==> config.mk <==
export PLATFORM = sky130hd
export DESIGN_NAME = rv_reg_file_mp_flat
export DESIGN_NICKNAME = d
export VERILOG_FILES = /design/src/rtl/rv_reg_file_mp_if.sv /design/src/rtl/rv_reg_file_mp.sv /design/src/flat_wrapper.sv
export SDC_FILE = /design/constraint.sdc
export NUM_CORES = 2
export LEC_CHECK = 0
export BUFFER_PORTS_ARGS = -buffer_cell sky130_fd_sc_hd__buf_4
export CORE_MARGIN = 4
export CORE_UTILIZATION = 40
export CTS_CLUSTER_DIAMETER = 200
export CTS_CLUSTER_SIZE = 20
export DETAILED_ROUTE_END_ITERATION = 6
export GPL_TIMING_DRIVEN = 0
export SLEW_MARGIN = 20
export SYNTH_ARGS = -nofsm -noshare
export SYNTH_HDL_FRONTEND = slang
export SYNTH_SLANG_ARGS = --single-unit
==> constraint.sdc <==
create_clock -name CLK -period 2.64 [get_ports CLK]
set_input_delay 0.396 -clock CLK [delete_from_list [all_inputs] [get_ports CLK]]
set_output_delay 0.396 -clock CLK [all_outputs]
set_load 0.02 [all_outputs]
==> src/rtl/rv_reg_file_mp_if.sv <==
// Decode/writeback-side bundle for the parametrised register file: write port, two read ports, clear control, status.
// Master drives indices, data and CLEAR; the slave (register file) returns read data, BUSY and WERR.
interface rv_reg_file_mp_if #(
    parameter int DATA_W = 32,
    parameter int ADDR_W = 5
);
    logic              WRITE;
    logic [ADDR_W-1:0] WADDR;
    logic [DATA_W-1:0] WDATA;
    logic [ADDR_W-1:0] RADDR1;
    logic [ADDR_W-1:0] RADDR2;
    logic [DATA_W-1:0] RDATA1;
    logic [DATA_W-1:0] RDATA2;
    logic              CLEAR;
    logic              BUSY;
    logic              WERR;

    modport master (
        output WRITE, WADDR, WDATA, RADDR1, RADDR2, CLEAR,
        input  RDATA1, RDATA2, BUSY, WERR
    );

    modport slave (
        input  WRITE, WADDR, WDATA, RADDR1, RADDR2, CLEAR,
        output RDATA1, RDATA2, BUSY, WERR
    );
endinterface

==> src/rtl/rv_reg_file_mp.sv <==
// Parametrised register file: 2 combinational read ports (optional x0 / write bypass), 1 write port, sequential clear sweep.
// Reads are 0-cycle, writes land at the edge; no backpressure: writes during a sweep or with CLEAR are dropped and flagged on WERR.
module rv_reg_file_mp #(
    parameter int DATA_W   = 32,
    parameter int ADDR_W   = 5,
    parameter int ZERO_REG = 1,
    parameter int BYPASS   = 1
) (
    input  logic              CLK,
    input  logic              RESET_N,
    rv_reg_file_mp_if.slave   rf
);
    localparam int NUM_REGS = 1 << ADDR_W;

    typedef enum logic {
        IDLE,
        CLEARING
    } state_t;

    state_t            state_q, state_d;
    logic [ADDR_W-1:0] cnt_q, cnt_d;
    logic              busy_q, busy_d;
    logic              werr_q, werr_d;
    logic [DATA_W-1:0] regs_q [NUM_REGS];
    logic [DATA_W-1:0] regs_d [NUM_REGS];

    logic              x0_hit_w;
    logic              byp_en;
    logic [DATA_W-1:0] rdata1, rdata2;

    assign x0_hit_w = (ZERO_REG != 0) && (rf.WADDR == '0);
    assign byp_en   = (BYPASS != 0) && (state_q == IDLE) && rf.WRITE && !rf.CLEAR;

    always_comb begin
        state_d = state_q;
        cnt_d   = cnt_q;
        werr_d  = 1'b0;
        regs_d  = regs_q;
        case (state_q)
            IDLE: begin
                // CLEAR wins over a coincident write, which is then reported as rejected.
                if (rf.CLEAR) begin
                    state_d = CLEARING;
                    cnt_d   = '0;
                    werr_d  = rf.WRITE;
                end else if (rf.WRITE && !x0_hit_w) begin
                    regs_d[rf.WADDR] = rf.WDATA;
                end
            end
            CLEARING: begin
                regs_d[cnt_q] = '0;
                cnt_d         = cnt_q + 1'b1;
                werr_d        = rf.WRITE;
                if (cnt_q == '1) begin
                    state_d = IDLE;
                end
            end
            default: state_d = IDLE;
        endcase
        busy_d = (state_d == CLEARING);
    end

    always_ff @(posedge CLK or negedge RESET_N) begin
        if (!RESET_N) begin
            state_q <= IDLE;
            cnt_q   <= '0;
            busy_q  <= 1'b0;
            werr_q  <= 1'b0;
            for (int i = 0; i < NUM_REGS; i++) begin
                regs_q[i] <= '0;
            end
        end else begin
            state_q <= state_d;
            cnt_q   <= cnt_d;
            busy_q  <= busy_d;
            werr_q  <= werr_d;
            regs_q  <= regs_d;
        end
    end

    always_comb begin
        if ((ZERO_REG != 0) && (rf.RADDR1 == '0)) begin
            rdata1 = '0;
        end else if (byp_en && (rf.WADDR == rf.RADDR1)) begin
            rdata1 = rf.WDATA;
        end else begin
            rdata1 = regs_q[rf.RADDR1];
        end

        if ((ZERO_REG != 0) && (rf.RADDR2 == '0)) begin
            rdata2 = '0;
        end else if (byp_en && (rf.WADDR == rf.RADDR2)) begin
            rdata2 = rf.WDATA;
        end else begin
            rdata2 = regs_q[rf.RADDR2];
        end
    end

    assign rf.RDATA1 = rdata1;
    assign rf.RDATA2 = rdata2;
    assign rf.BUSY   = busy_q;
    assign rf.WERR   = werr_q;
endmodule
==> src/flat_wrapper.sv <==
// flat-port wrapper written by rule: the top's interface ports become plain ports
module rv_reg_file_mp_flat 
#(
    parameter int DATA_W   = 32,
    parameter int ADDR_W   = 5,
    parameter int ZERO_REG = 1,
    parameter int BYPASS   = 1
)
  (CLK, RESET_N, rf_WRITE, rf_WADDR, rf_WDATA, rf_RADDR1, rf_RADDR2, rf_CLEAR, rf_RDATA1, rf_RDATA2, rf_BUSY, rf_WERR);
  rv_reg_file_mp_if #(.DATA_W(DATA_W), .ADDR_W(ADDR_W)) rf_i ();
  input  logic CLK;
  input  logic RESET_N;
  input wire logic [$bits(rf_i.WRITE)-1:0] rf_WRITE;
  input wire logic [$bits(rf_i.WADDR)-1:0] rf_WADDR;
  input wire logic [$bits(rf_i.WDATA)-1:0] rf_WDATA;
  input wire logic [$bits(rf_i.RADDR1)-1:0] rf_RADDR1;
  input wire logic [$bits(rf_i.RADDR2)-1:0] rf_RADDR2;
  input wire logic [$bits(rf_i.CLEAR)-1:0] rf_CLEAR;
  output wire logic [$bits(rf_i.RDATA1)-1:0] rf_RDATA1;
  output wire logic [$bits(rf_i.RDATA2)-1:0] rf_RDATA2;
  output wire logic [$bits(rf_i.BUSY)-1:0] rf_BUSY;
  output wire logic [$bits(rf_i.WERR)-1:0] rf_WERR;
  assign rf_i.WRITE = rf_WRITE;
  assign rf_i.WADDR = rf_WADDR;
  assign rf_i.WDATA = rf_WDATA;
  assign rf_i.RADDR1 = rf_RADDR1;
  assign rf_i.RADDR2 = rf_RADDR2;
  assign rf_i.CLEAR = rf_CLEAR;
  assign rf_RDATA1 = rf_i.RDATA1;
  assign rf_RDATA2 = rf_i.RDATA2;
  assign rf_BUSY = rf_i.BUSY;
  assign rf_WERR = rf_i.WERR;
  rv_reg_file_mp #(.DATA_W(DATA_W), .ADDR_W(ADDR_W), .ZERO_REG(ZERO_REG), .BYPASS(BYPASS)) u_core (.CLK(CLK), .RESET_N(RESET_N), .rf(rf_i));
endmodule
==> results.cfg <==
[status]
status = finished, violations left
violations = DRC, hold timing, setup timing

[cells_and_area]
fill_cells = 11900
syn_to_final_growth_pct = 19.6
design_area_um2 = 65100
nNetsFinal = 4518
drive_gt1_frac = 0.316

[die]
die_area_um2 = 142000
core_um2 = 135000
die_w_um = 377
num_rows = 135
pin_count = 117
die_h_um = 377
initial_utilization = 0.403

[power]
p_leak_uw = 0.0287
ir_drop_uv = 581
p_total_uw = 37300
p_sw_uw = 13800
power.internal_uw = 23500
clkPwrFrac = 0.268
powerDensity_nw_per_um2 = 572
netSwitchingFraction = 0.369
pwr-share-seq = 0.460
p_comb_frac = 0.271

[worst_setup_path]
cpPeakStageDelay_ns = 0.44
critPathLaunchType = flip-flop
reg2reg_from = u_core.state_q
crit_fanout = 7
cpMaxStageDelayCell = dfrtp_2
worst-path-buf-inv = 5
cp_cell_sequence = nor3b_4 -> buf_12 -> nand2_8 -> o31ai_4 -> buf_6 -> clkbuf_16 -> buf_16 -> a21oi_1 -> a211o_2 -> buf_6
crit_family = buffers and inverters
rr_endpoint = u_core.regs_q[763]
worstSetupPathType = reg -> out
crit_top_cell = buf_6
cp.required_ns = 2.24
reg2reg_depth = 8
rrSetupSlack_ns = -0.30
cp-end-kind = primary output
crit_arrival_ns = 3.38

[flow_run]
maxCapViolations = 0

[synthesis]
synth_area_leaders = dfrtp_1, a22o_1, mux4_2
ys.flop_type = dfrtp_1
avgSynthCellArea_um2 = 13.2
synth_area_um2 = 54500
yosys_register_bits = 1031
ys_warn_count = 0
yosysUniqueCellTypes = 63
yosys.area.top_type_share = 0.474
synth_area_leader_cell = dfrtp_1
synth_edf_count = 0
synthesis.nets = 4190
yosysSeqAreaShare = 0.474
synthArstFlopShare = 1.00
syn_inst = 4134

[timing]
fin_crit_sh = 1.43
skew_ns = 0.0297
slew-limit-headroom = 0.171
min_period_ns = 3.78
holdWs_ns = -0.000685
hold_viol = 1
setup_violations = 539
maxSlewViolCount = 0
rsz0062_at_grt = yes
fin_ws_ns = -1.14
fmax_ghz = 0.265
worst_pin_slew_ns = 1.24

[drt]
ant_nets = 0
vias = 51200
drc = 5
vias_per_cell = 8.14
first_pass_iters = 7
routed_wl_um = 352000
drtIter0Drc = 9488
wl_per_cell_um = 55.9

[min_path]
hold_path_class = in -> reg
whs_path_depth = 2
hold_end = u_core.regs_q[77]
worstHoldStart = rf_WDATA[13]

[placed_design]
gp_congestion = 1.12
pre_cts_ws_ns = -2.27
place_hpwl_um = 242000
portBuffers = 87
postPlaceCellArea_um2 = 58500

[cts]
clkLatencyLatePin_ns = 0.76
htreeDepth = 2
clkTransAtPathRegs_ns = 0.10
clk_path_buf_depth = 3
cts_tree = built
cts_root_buffer = clkbuf_16
cts_buffers = 57
cts_sinks = 1031

[grt]
grt_pass1_wl_um = 452000
overflow = 0
grt_max_degree = 140
antenna_found_initial = 33
grt_usage = 0.481
grt_pass1_vias = 46100
==> worst max-delay path by stage <==
stage / start / endpoint / cells after the start
after CTS: u_core.state_q / rf_RDATA2[29] / 10
final: u_core.state_q / rf_RDATA2[8] / 10
after global placement: RESET_N / u_core.regs_q[549] / 1
after floorplan: u_core.state_q / rf_RDATA1[11] / 5
after detailed placement: rf_CLEAR / rf_RDATA2[8] / 9
after global routing: u_core.state_q / rf_RDATA2[8] / 10
==> layout make-up <==
| cell class | instances | area (um2) | share of cell area |
|---|---|---|---|
| tap | 1781 | 2230 | 0.0342 |
| antenna | 43 | 108 | 0.00165 |
| inverter | 11 | 45.0 | 0.000692 |
| clock inverter | 2 | 20.0 | 0.000307 |
| multi-input combinational | 2555 | 27800 | 0.426 |
| timing repair buffer | 287 | 3600 | 0.0553 |
| buffer | 519 | 4090 | 0.0628 |
| clock buffer | 59 | 1480 | 0.0227 |
| sequential | 1031 | 25800 | 0.396 |
==> power by group through the flow <==
stage,registers (uW),logic [uW],clock network (uW)
6_report,17200,10100,10000
5_1_grt,17200,9800,10300
4_1_cts,17100,8920,9800
3_5_place_dp,17400,8170,0
3_3_place_gp,17400,7900,0
2_1_floorplan,17200,3860,0
==> routing by layer <==
| layer | up-vias | share of wire | global-route usage |
|---|---|---|---|
| met4 | 18 | 0.093 | 0.335 |
| met1 | 26500 | 0.35 | 0.584 |
| met2 | 5848 | 0.37 | 0.604 |
| li1 | 17300 | - | - |
| met3 | 1528 | 0.18 | 0.314 |
| met5 | - | 0.0020 | 0.0264 |
==> what timing repair did <==
item / CTS / global route
endpoints found under the setup margin: 1083 / 941
gates cloned: 13 / 12
gates resized for setup: 813 / 237
endpoints found under the hold margin: 295 / 0
buffers inserted: 76 / 44
pin swaps: 64 / 42
hold buffers: 12 / 0
==> cells in the final DEF, fill, tap and decap left out, drive strengths merged, types with 29 or more instances in the layout <==
cell / n
dfrtp: 1031
a22o: 996
buf: 472
clkbuf: 380
mux4: 357
mux2i: 285
nor2: 101
a21oi: 87
mux2: 78
o22ai: 74
a221oi: 73
o21ai: 72
nor3: 46
diode: 43
and2: 40
a22oi: 33
a211oi: 33
o221ai: 29
==> cell families after synthesis <==
group,synth area share
mux,0.216
flops,0.474
compound gates,0.227
simple gates,0.0301
fa+ha+maj,0.00115
xor+xnor,0.00193
buf+inv,0.0495
==> cell usage after synthesis (6+ instances only) <==
| library cell | n |
|---|---|
| mux2_2 | 78 |
| nand2_1 | 25 |
| buf_1 | 29 |
| buf_6 | 34 |
| inv_1 | 9 |
| a22oi_1 | 33 |
| mux4_2 | 356 |
| clkbuf_1 | 336 |
| nand3b_1 | 7 |
| mux2i_1 | 285 |
| a221oi_1 | 71 |
| nor3b_1 | 9 |
| buf_2 | 87 |
| a2111oi_0 | 15 |
| nor2b_1 | 23 |
| buf_4 | 39 |
| o22a_1 | 15 |
| o22ai_1 | 74 |
| o21bai_1 | 7 |
| a211o_1 | 16 |
| o21ai_0 | 70 |
| nor3_1 | 46 |
| buf_8 | 10 |
| dfrtp_1 | 1031 |
| nor2_4 | 8 |
| a211oi_1 | 33 |
| nand3_1 | 15 |
| a221o_1 | 27 |
| xnor2_1 | 9 |
| nor2_1 | 93 |
| a21o_1 | 6 |
| o221ai_1 | 29 |
| o211ai_1 | 18 |
| a22o_1 | 996 |
| a21oi_1 | 85 |
| nand2b_1 | 17 |
| and2_1 | 40 |
==> per-stage QoR <==
stage	cells	setup TNS, ns	util	hold slack, ns
after CTS	6202	-57.38	0.472	0.00179
after global routing	6249	-75.38	0.481	0.00680
after global placement	6002	-	0.424	0.487
final	6288	-106.40	0.481	-0.000685
after detailed placement	6050	-1319.47	0.432	0.244
after floorplan	4134	0	-	0.100
==> state kept, by name (all words and copies together), names as in the netlist <==
name,count
u_core.rf.WERR,1
u_core.cnt_q,5
u_core.regs_q,1024
u_core.state_q,1
==> worst register-to-register path, stage by stage (launching register included) <==
cell     delay, ns
dfrtp_2       0.44
or3b_4        0.53
buf_6         0.20
or3_4         0.48
buf_6         0.17
nor2_4        0.29
a21oi_4       0.23
buf_12        0.29
a22o_1        0.20
Note: power is estimated with default switching activity, not from simulation.
